`config.mk`:
```
export PLATFORM = sky130hd
export DESIGN_NAME = morse_sequencer
export DESIGN_NICKNAME = d
export VERILOG_FILES = /design/src/rtl/morse_sequencer.sv
export SDC_FILE = /design/constraint.sdc
export NUM_CORES = 1
export LEC_CHECK = 0
export BUFFER_PORTS_ARGS = -buffer_cell sky130_fd_sc_hd__buf_2
export CAP_MARGIN = 0
export CORE_ASPECT_RATIO = 1.75
export CORE_MARGIN = 2
export CORE_UTILIZATION = 61
export DETAILED_ROUTE_END_ITERATION = 12
export PLACE_DENSITY = 0.8
export SYNTH_ARGS = -nofsm -noshare
export SYNTH_HDL_FRONTEND = slang
export SYNTH_SLANG_ARGS = --single-unit
```
`constraint.sdc`:
```
create_clock -name clk -period 3.6 [get_ports clk]
set_clock_uncertainty 0.2 [all_clocks]
set_input_delay 0.18 -clock clk [delete_from_list [all_inputs] [get_ports clk]]
set_output_delay 0.18 -clock clk [all_outputs]
set_load 0.05 [all_outputs]
```
`src/rtl/morse_sequencer.sv`:
```
// Morse character sequencer: plays up to five dot/dash symbols with standard
// unit timing.
// It drives registered tone enables for the PWM tone generator.
module morse_sequencer #(
  parameter int unsigned UNIT_CYCLES = 12000000
) (
  input  logic       clk,
  input  logic       rst_n,
  input  logic       start,
  input  logic [4:0] sym_bits,
  input  logic [2:0] sym_count,
  input  logic       abort,
  output logic       dot,
  output logic       dash,
  output logic       busy,
  output logic       done
);

  typedef enum logic [1:0] {
    IDLE,
    TONE,
    GAP,
    CHAR_GAP
  } state_e;

  // Counter reload values are duration-1 so a phase ends when the count hits 0.
  localparam logic [31:0] UNIT_LAST   = 32'(UNIT_CYCLES - 1);
  localparam logic [31:0] TRIPLE_LAST = 32'(3 * UNIT_CYCLES - 1);

  state_e      state_q, state_d;
  logic [31:0] cnt_q,   cnt_d;
  logic [2:0]  idx_q,   idx_d;
  logic [2:0]  len_q,   len_d;
  logic [4:0]  pat_q,   pat_d;
  logic        dot_q,   dot_d;
  logic        dash_q,  dash_d;
  logic        busy_q,  busy_d;
  logic        done_q,  done_d;

  logic [2:0]  len_in;
  logic [2:0]  idx_next;
  logic [4:0]  pat_sel;
  logic        bit_next;

  // Clamp the requested symbol count to 5 and precompute the next symbol index.
  always_comb begin
    len_in   = (sym_count > 3'd5) ? 3'd5 : sym_count;
    idx_next = 3'(idx_q + 3'd1);
  end

  // Next-state, counter and pattern control; outputs are derived from the next state.
  always_comb begin
    state_d = state_q;
    cnt_d   = cnt_q;
    idx_d   = idx_q;
    len_d   = len_q;
    pat_d   = pat_q;
    done_d  = 1'b0;
    pat_sel = '0;

    unique case (state_q)
      IDLE: begin
        if (start && !abort) begin
          pat_d = sym_bits;
          len_d = len_in;
          idx_d = '0;
          if (len_in == 3'd0) begin
            // Zero-length character: a single CHAR_GAP cycle yields done next.
            state_d = CHAR_GAP;
            cnt_d   = '0;
          end else begin
            state_d = TONE;
            cnt_d   = sym_bits[0] ? TRIPLE_LAST : UNIT_LAST;
          end
        end
      end
      TONE: begin
        if (cnt_q != '0) begin
          cnt_d = cnt_q - 32'd1;
        end else if (idx_next < len_q) begin
          state_d = GAP;
          cnt_d   = UNIT_LAST;
        end else begin
          state_d = CHAR_GAP;
          cnt_d   = TRIPLE_LAST;
        end
      end
      GAP: begin
        if (cnt_q != '0) begin
          cnt_d = cnt_q - 32'd1;
        end else begin
          state_d = TONE;
          idx_d   = idx_next;
          pat_sel = pat_q >> idx_next;
          cnt_d   = pat_sel[0] ? TRIPLE_LAST : UNIT_LAST;
        end
      end
      CHAR_GAP: begin
        if (cnt_q != '0) begin
          cnt_d = cnt_q - 32'd1;
        end else begin
          state_d = IDLE;
          done_d  = 1'b1;
        end
      end
      default: state_d = IDLE;
    endcase

    if (abort && (state_q != IDLE)) begin
      state_d = IDLE;
      cnt_d   = '0;
      idx_d   = '0;
      done_d  = 1'b0;
    end
  end

  // Registered output decode from the upcoming state and symbol.
  always_comb begin
    bit_next = pat_d[idx_d < 3'd5 ? idx_d : 3'd0];
    dot_d    = (state_d == TONE) && !bit_next;
    dash_d   = (state_d == TONE) &&  bit_next;
    busy_d   = (state_d != IDLE);
  end

  // State and output registers; reset silences the tone outputs immediately.
  always_ff @(posedge clk or negedge rst_n) begin
    if (!rst_n) begin
      state_q <= IDLE;
      cnt_q   <= '0;
      idx_q   <= '0;
      len_q   <= '0;
      pat_q   <= '0;
      dot_q   <= 1'b0;
      dash_q  <= 1'b0;
      busy_q  <= 1'b0;
      done_q  <= 1'b0;
    end else begin
      state_q <= state_d;
      cnt_q   <= cnt_d;
      idx_q   <= idx_d;
      len_q   <= len_d;
      pat_q   <= pat_d;
      dot_q   <= dot_d;
      dash_q  <= dash_d;
      busy_q  <= busy_d;
      done_q  <= done_d;
    end
  end

  assign dot  = dot_q;
  assign dash = dash_q;
  assign busy = busy_q;
  assign done = done_q;

endmodule

```
# After elaboration in Yosys (flattened, before gate mapping)
# Index checks and enable logic that the tools add are counted.
[word_totals]
regBits = 49
latch_bits = 0
ramBits = 0
rom_bits = 0
in_bits = 12
out_inout_bits = 4
word_cells = 66
n_memories = 0
[op_classes]
n_addsub = 2
multipliers = 0
n_div = 0
order_cmp = 4
eq_ne = 6
shift = 1
mux = 31
n_bitwise = 0
n_reduce_logical = 13
[op_table]
columns = ["cell", "n"]
rows = [
  ["$mux 32", 5],
  ["$pmux 32 s4", 1],
  ["$mux 26", 4],
  ["$reduce_bool 32->1", 1],
  ["$sub 32x1->32 const B", 1],
  ["$mux 3", 5],
  ["$mux 2", 6],
  ["$mux 5", 2],
  ["$pmux 2 s4", 1],
  ["$ne 3x3->1 const B", 2],
  ["$pmux 3 s2", 1],
  ["$mux 1", 5],
  ["$shr 5x3->1", 1],
  ["$eq 2x1->1 const B", 2],
  ["$eq 2x2->1 const B", 2],
  ["$logic_and 1x1->1", 4],
  ["$lt 3x4->1 const B", 1],
  ["$reduce_and 2->1", 2],
  ["$reduce_bool 2->1", 2],
  ["$add 3x1->3 const B", 1],
  ["$bmux 1 s3", 1],
  ["$gt 3x3->1 const B", 1],
  ["$logic_not 3->1", 1],
  ["$lt 3x3->1", 1],
  ["3 further kinds", 4],
]

# Logic depth before layout (Yosys ltp)
[depth]
word_depth = 11
mapped_depth = 10
depth_no_buf = 10

# Worst setup path before layout
# Ideal clock, no wire load.
[synth_timing]
path_type = "flip-flop to flip-flop"
start = "reg cnt_q[0]"
end = "reg dot_q, in the netlist dot"
setup_ps = 87
t_arrival_ps = 2863
required_ps = 3313
path_slack_ps = 451
stages_incl_launch_ff = 10
path_buffers = 0
synth_period_minus_slack_ps = 3149
cell_sequence = "dfrtp_1 inv_1 ha_1 nor3b_2 nand4_1 or4_4 a211oi_4 mux2_2 or4b_1 o211ai_1"
[synth_between]
elab_chain_len = 10
word_cells_on_any_way = 16
cone_classes = "order compare: 1; eq/ne: 1; mux: 11; reduce/logical: 3"
[synth_rtl]
columns = ["item", "line_no", "source"]
rows = [
  ["start, declared", "31", "logic [31:0] cnt_q, cnt_d;"],
  ["start signal, assigned", "139", "cnt_q <= cnt_d;"],
  ["$reduce_bool 32->1 (*)", "89", "if (cnt_q != '0) begin"],
  ["$mux 3 (*)", "89", ""],
  ["$pmux 3 s2 (*)", "61", "unique case (state_q)"],
  ["$mux 3 (*)", "109", "if (abort && (state_q != IDLE)) begin"],
  ["named net idx_d[1]", "32", "logic [2:0] idx_q, idx_d;"],
  ["$lt 3x3->1", "119", "bit_next = pat_d[idx_d < 3'd5 ? idx_d : 3'd0];"],
  ["$mux 3 (*)", "119", ""],
  ["$bmux 1 s3 (*)", "119", ""],
  ["$mux 1 (*)", "119", ""],
  ["$logic_not 1->1 (*)", "120", "dot_d = (state_d == TONE) && !bit_next;"],
  ["$logic_and 1x1->1 (*)", "120", ""],
  ["named net dot_d", "35", "logic dot_q, dot_d;"],
  ["end signal, assigned", "143", "dot_q <= dot_d;"],
  ["end, declared", "35", ""],
]
# Mark *: on every way through the listed nets, which the timed path passes. The rest lies on a longest branch. The select of a mux whose other input is x is not followed.
# A chain may end at the register's enable or synchronous reset.

# Worst setup path in the final report
[layout_timing]
start = "reg cnt_q[11]"
end = "reg dot_q, in the netlist dot"
# Same word-level chain as after synthesis.

==> results.cfg <==
[finish]
syn_to_final_growth_pct = 13.4
design_area_um2 = 3410
most-common-layout-cells = 49 x dfrtp_1, 41 x nor2_1, 32 x o21ai_0
finish.net_count = 388
final_common_cell = dfrtp_1
antenna_cells = 0
drive_gt1_share_pct = 15.5

[cts]
cts_buffer_depth = 2
clk_pin_slew_ps = 90
cts_max_level = 2
cts_buffers = 5
cts-root-buf = clkbuf_8
cts_tree = yes
clock_sinks = 49
clock_latency_ps = 310

[placement]
dpl-instance-area_um2 = 3230
hpwl_um = 5530
pre_cts_ws_ps = 427
place_congestion = 0.919
portBuffers = 15

[die]
die_h_um = 96.8
core_area_um2 = 4710
die_area_um2 = 5520
initial_core_util_pct = 63.8
rows = 33
die_w_um = 57.1
pin_count = 16

[grt]
first_global_vias = 2821
grt_pass1_wl_um = 12900
grt_max_degree = 50
grt_overflow = 0
track_usage_pct = 29.0
grt_antenna_before_repair = 0

[power]
ir_worst_vdd_mv = 0.384
power_density_nw_per_um2 = 444
p_leak_uw = 0.00148
power_uw = 1510

[timing]
fin_hold_ws_ps = 23.6
fin_ws_ps = 364
finalCriticalPeriod_ps = 3240
final_hold_viol_count = 0
setup_viol = 0
slew_viol_final = 0
rsz0062_at_grt = false
finalSetupTns_ps = 0
finalCritPeriodShare_pct = 89.9
worstMarginPinSlew_ps = 1100
max_freq_mhz = 309
slew_headroom_pct = 26.6

[synth]
syn_nets = 353
ys_types = 62
synthArstFlopShare_pct = 100
synth-seq-cells = 49
ys.flop_type = dfrtp_1
syn_area_per_cell_um2 = 8.91
syn-cell-area_um2 = 3000
syn_inst = 337
yosysSeqAreaShare_pct = 40.8
yosys_warnings = 0
synth_edf_count = 0

[flow_run]
drv_cap = 0

[worst_setup_path]
cp.required_ps = 3620
crit_slowest_cell = or4_4
worstPathArrival_ps = 3260
crit_type = flip-flop to flip-flop
max_stage_delay_ps = 550
worstSetupEndpointType = flip-flop
start_kind = flip-flop
critical_path.cell_chain = nor4_2 > nand3_1 > or4_4 > a211oi_4 > mux2_2 > or4b_1 > o211ai_1
critPathMaxFanout = 6

[detailed_routing]
drc = 0
routed.top_layer = met4
wirelength_um = 7510
wl_met1_um = 2790
num_vias = 2750
wl_per_cell_um = 17.7
drtIter0Drc = 153
dr.pass1.iters = 5
vias_per_cell = 6.47
wl_met3_um = 229
ant_nets = 0
met2_length_um = 4160

[worst_hold_path]
hp-class = input pin to flip-flop

[run_status]
outcome = completed
kinds of logic (layout without fill, tap and decap cells):
logic type | after synthesis | count (layout) | share of synthesized area, %
buffers and inverters | 27 | 63 | 3.46
DFF | 49 | 49 | 40.8
and+or+nand+nor | 137 | 137 | 25.4
muxes | 10 | 10 | 4.04
AOI/OAI and AO/OA | 94 | 94 | 19.9
adders and majority gates | 5 | 5 | 2.00
xor gates and xnor gates | 15 | 15 | 4.37
worst max-delay path, delay by kind of cell, from the launching register on:
family / cells / cell delay [ps]
AND/OR/NAND/NOR: 4 / 1660
AO/OA/AOI/OAI: 2 / 460
flip-flops: 1 / 450
multiplexers: 1 / 380
power breakdown:
group / leakage [uW] / switching, uW / total, uW / internal, uW
Clock: 0.0000542 / 188 / 362 / 174
Sequential: 0.000632 / 73.9 / 701 / 627
Combinational: 0.000798 / 269 / 449 / 180
Total: 0.00148 / 531 / 1510 / 981
stage by stage:
stage / instances / utilization, %
5_1_grt: 425 / 72.4
4_1_cts: 425 / 72.4
6_report: 425 / 72.4
3_3_place_gp: 409 / 68.5
2_1_floorplan: 337 / -
3_5_place_dp: 409 / 68.5
synthesized netlist by cell type, types with 5 or more instances:
| cell type | n | share of area (%) |
|---|---|---|
| nand4_1 | 5 | 1.0 |
| inv_1 | 16 | 2.0 |
| o21ai_0 | 32 | 5.3 |
| dfrtp_1 | 49 | 41 |
| xnor2_1 | 13 | 3.8 |
| a211o_1 | 5 | 1.5 |
| clkbuf_1 | 8 | 1.0 |
| nand3_1 | 8 | 1.3 |
| a21oi_1 | 24 | 4.0 |
| mux2_2 | 5 | 1.9 |
| nand2_1 | 21 | 2.6 |
| nor2_1 | 41 | 5.1 |
| nor3_1 | 18 | 3.0 |
| o31ai_1 | 6 | 1.5 |
| nor4_1 | 10 | 2.1 |
cell type report:
class / instances / area [um2]
Clock inverter: 1 / 5.00
Clock buffer: 7 / 96.3
Sequential cell: 49 / 1230
Fill cell: 371 / 1300
Multi-Input combinational cell: 261 / 1680
Inverter: 16 / 60.1
Tap cell: 52 / 65.1
Timing Repair Buffer: 39 / 275
flip-flops by register name (all words and copies together), names as in the netlist:
signal,count
done,1
dot,1
dash,1
len_q,3
cnt_q,32
state_q,2
busy,1
pat_q,5
idx_q,3
path summary, 6_finish.rpt:
| kind | to | slack, ps | cells after the start | from |
|---|---|---|---|---|
| max reg2reg | dot$_DFF_PN0_ | 360 | 7 | cnt_q[11]$_DFFE_PN0P_ |
| min reg2reg | cnt_q[23]$_DFFE_PN0P_ | 290 | 1 | cnt_q[23]$_DFFE_PN0P_ |
| max in group asynchronous | len_q[1]$_DFFE_PN0P_ | 2100 | 2 | rst_n |
| min in group asynchronous | cnt_q[17]$_DFFE_PN0P_ | 410 | 2 | rst_n |
| max | dot$_DFF_PN0_ | 360 | 7 | cnt_q[11]$_DFFE_PN0P_ |
| min | done$_DFF_PN0_ | 20 | 2 | abort |
what timing repair did:
item                                   4_1_cts  5_1_grt
setup buffers                                0        0
resized for setup                            0        0
endpoints found under the hold margin       56        0
hold buffers                                 8        0
layer usage:
metal  up-vias  track usage (%)
met5         -                0
met4         0             13.4
met3        31             3.48
met2        94             53.1
met1      1321             32.2
li1       1304                -
No activity file was read; power rests on OpenSTA's default activity.
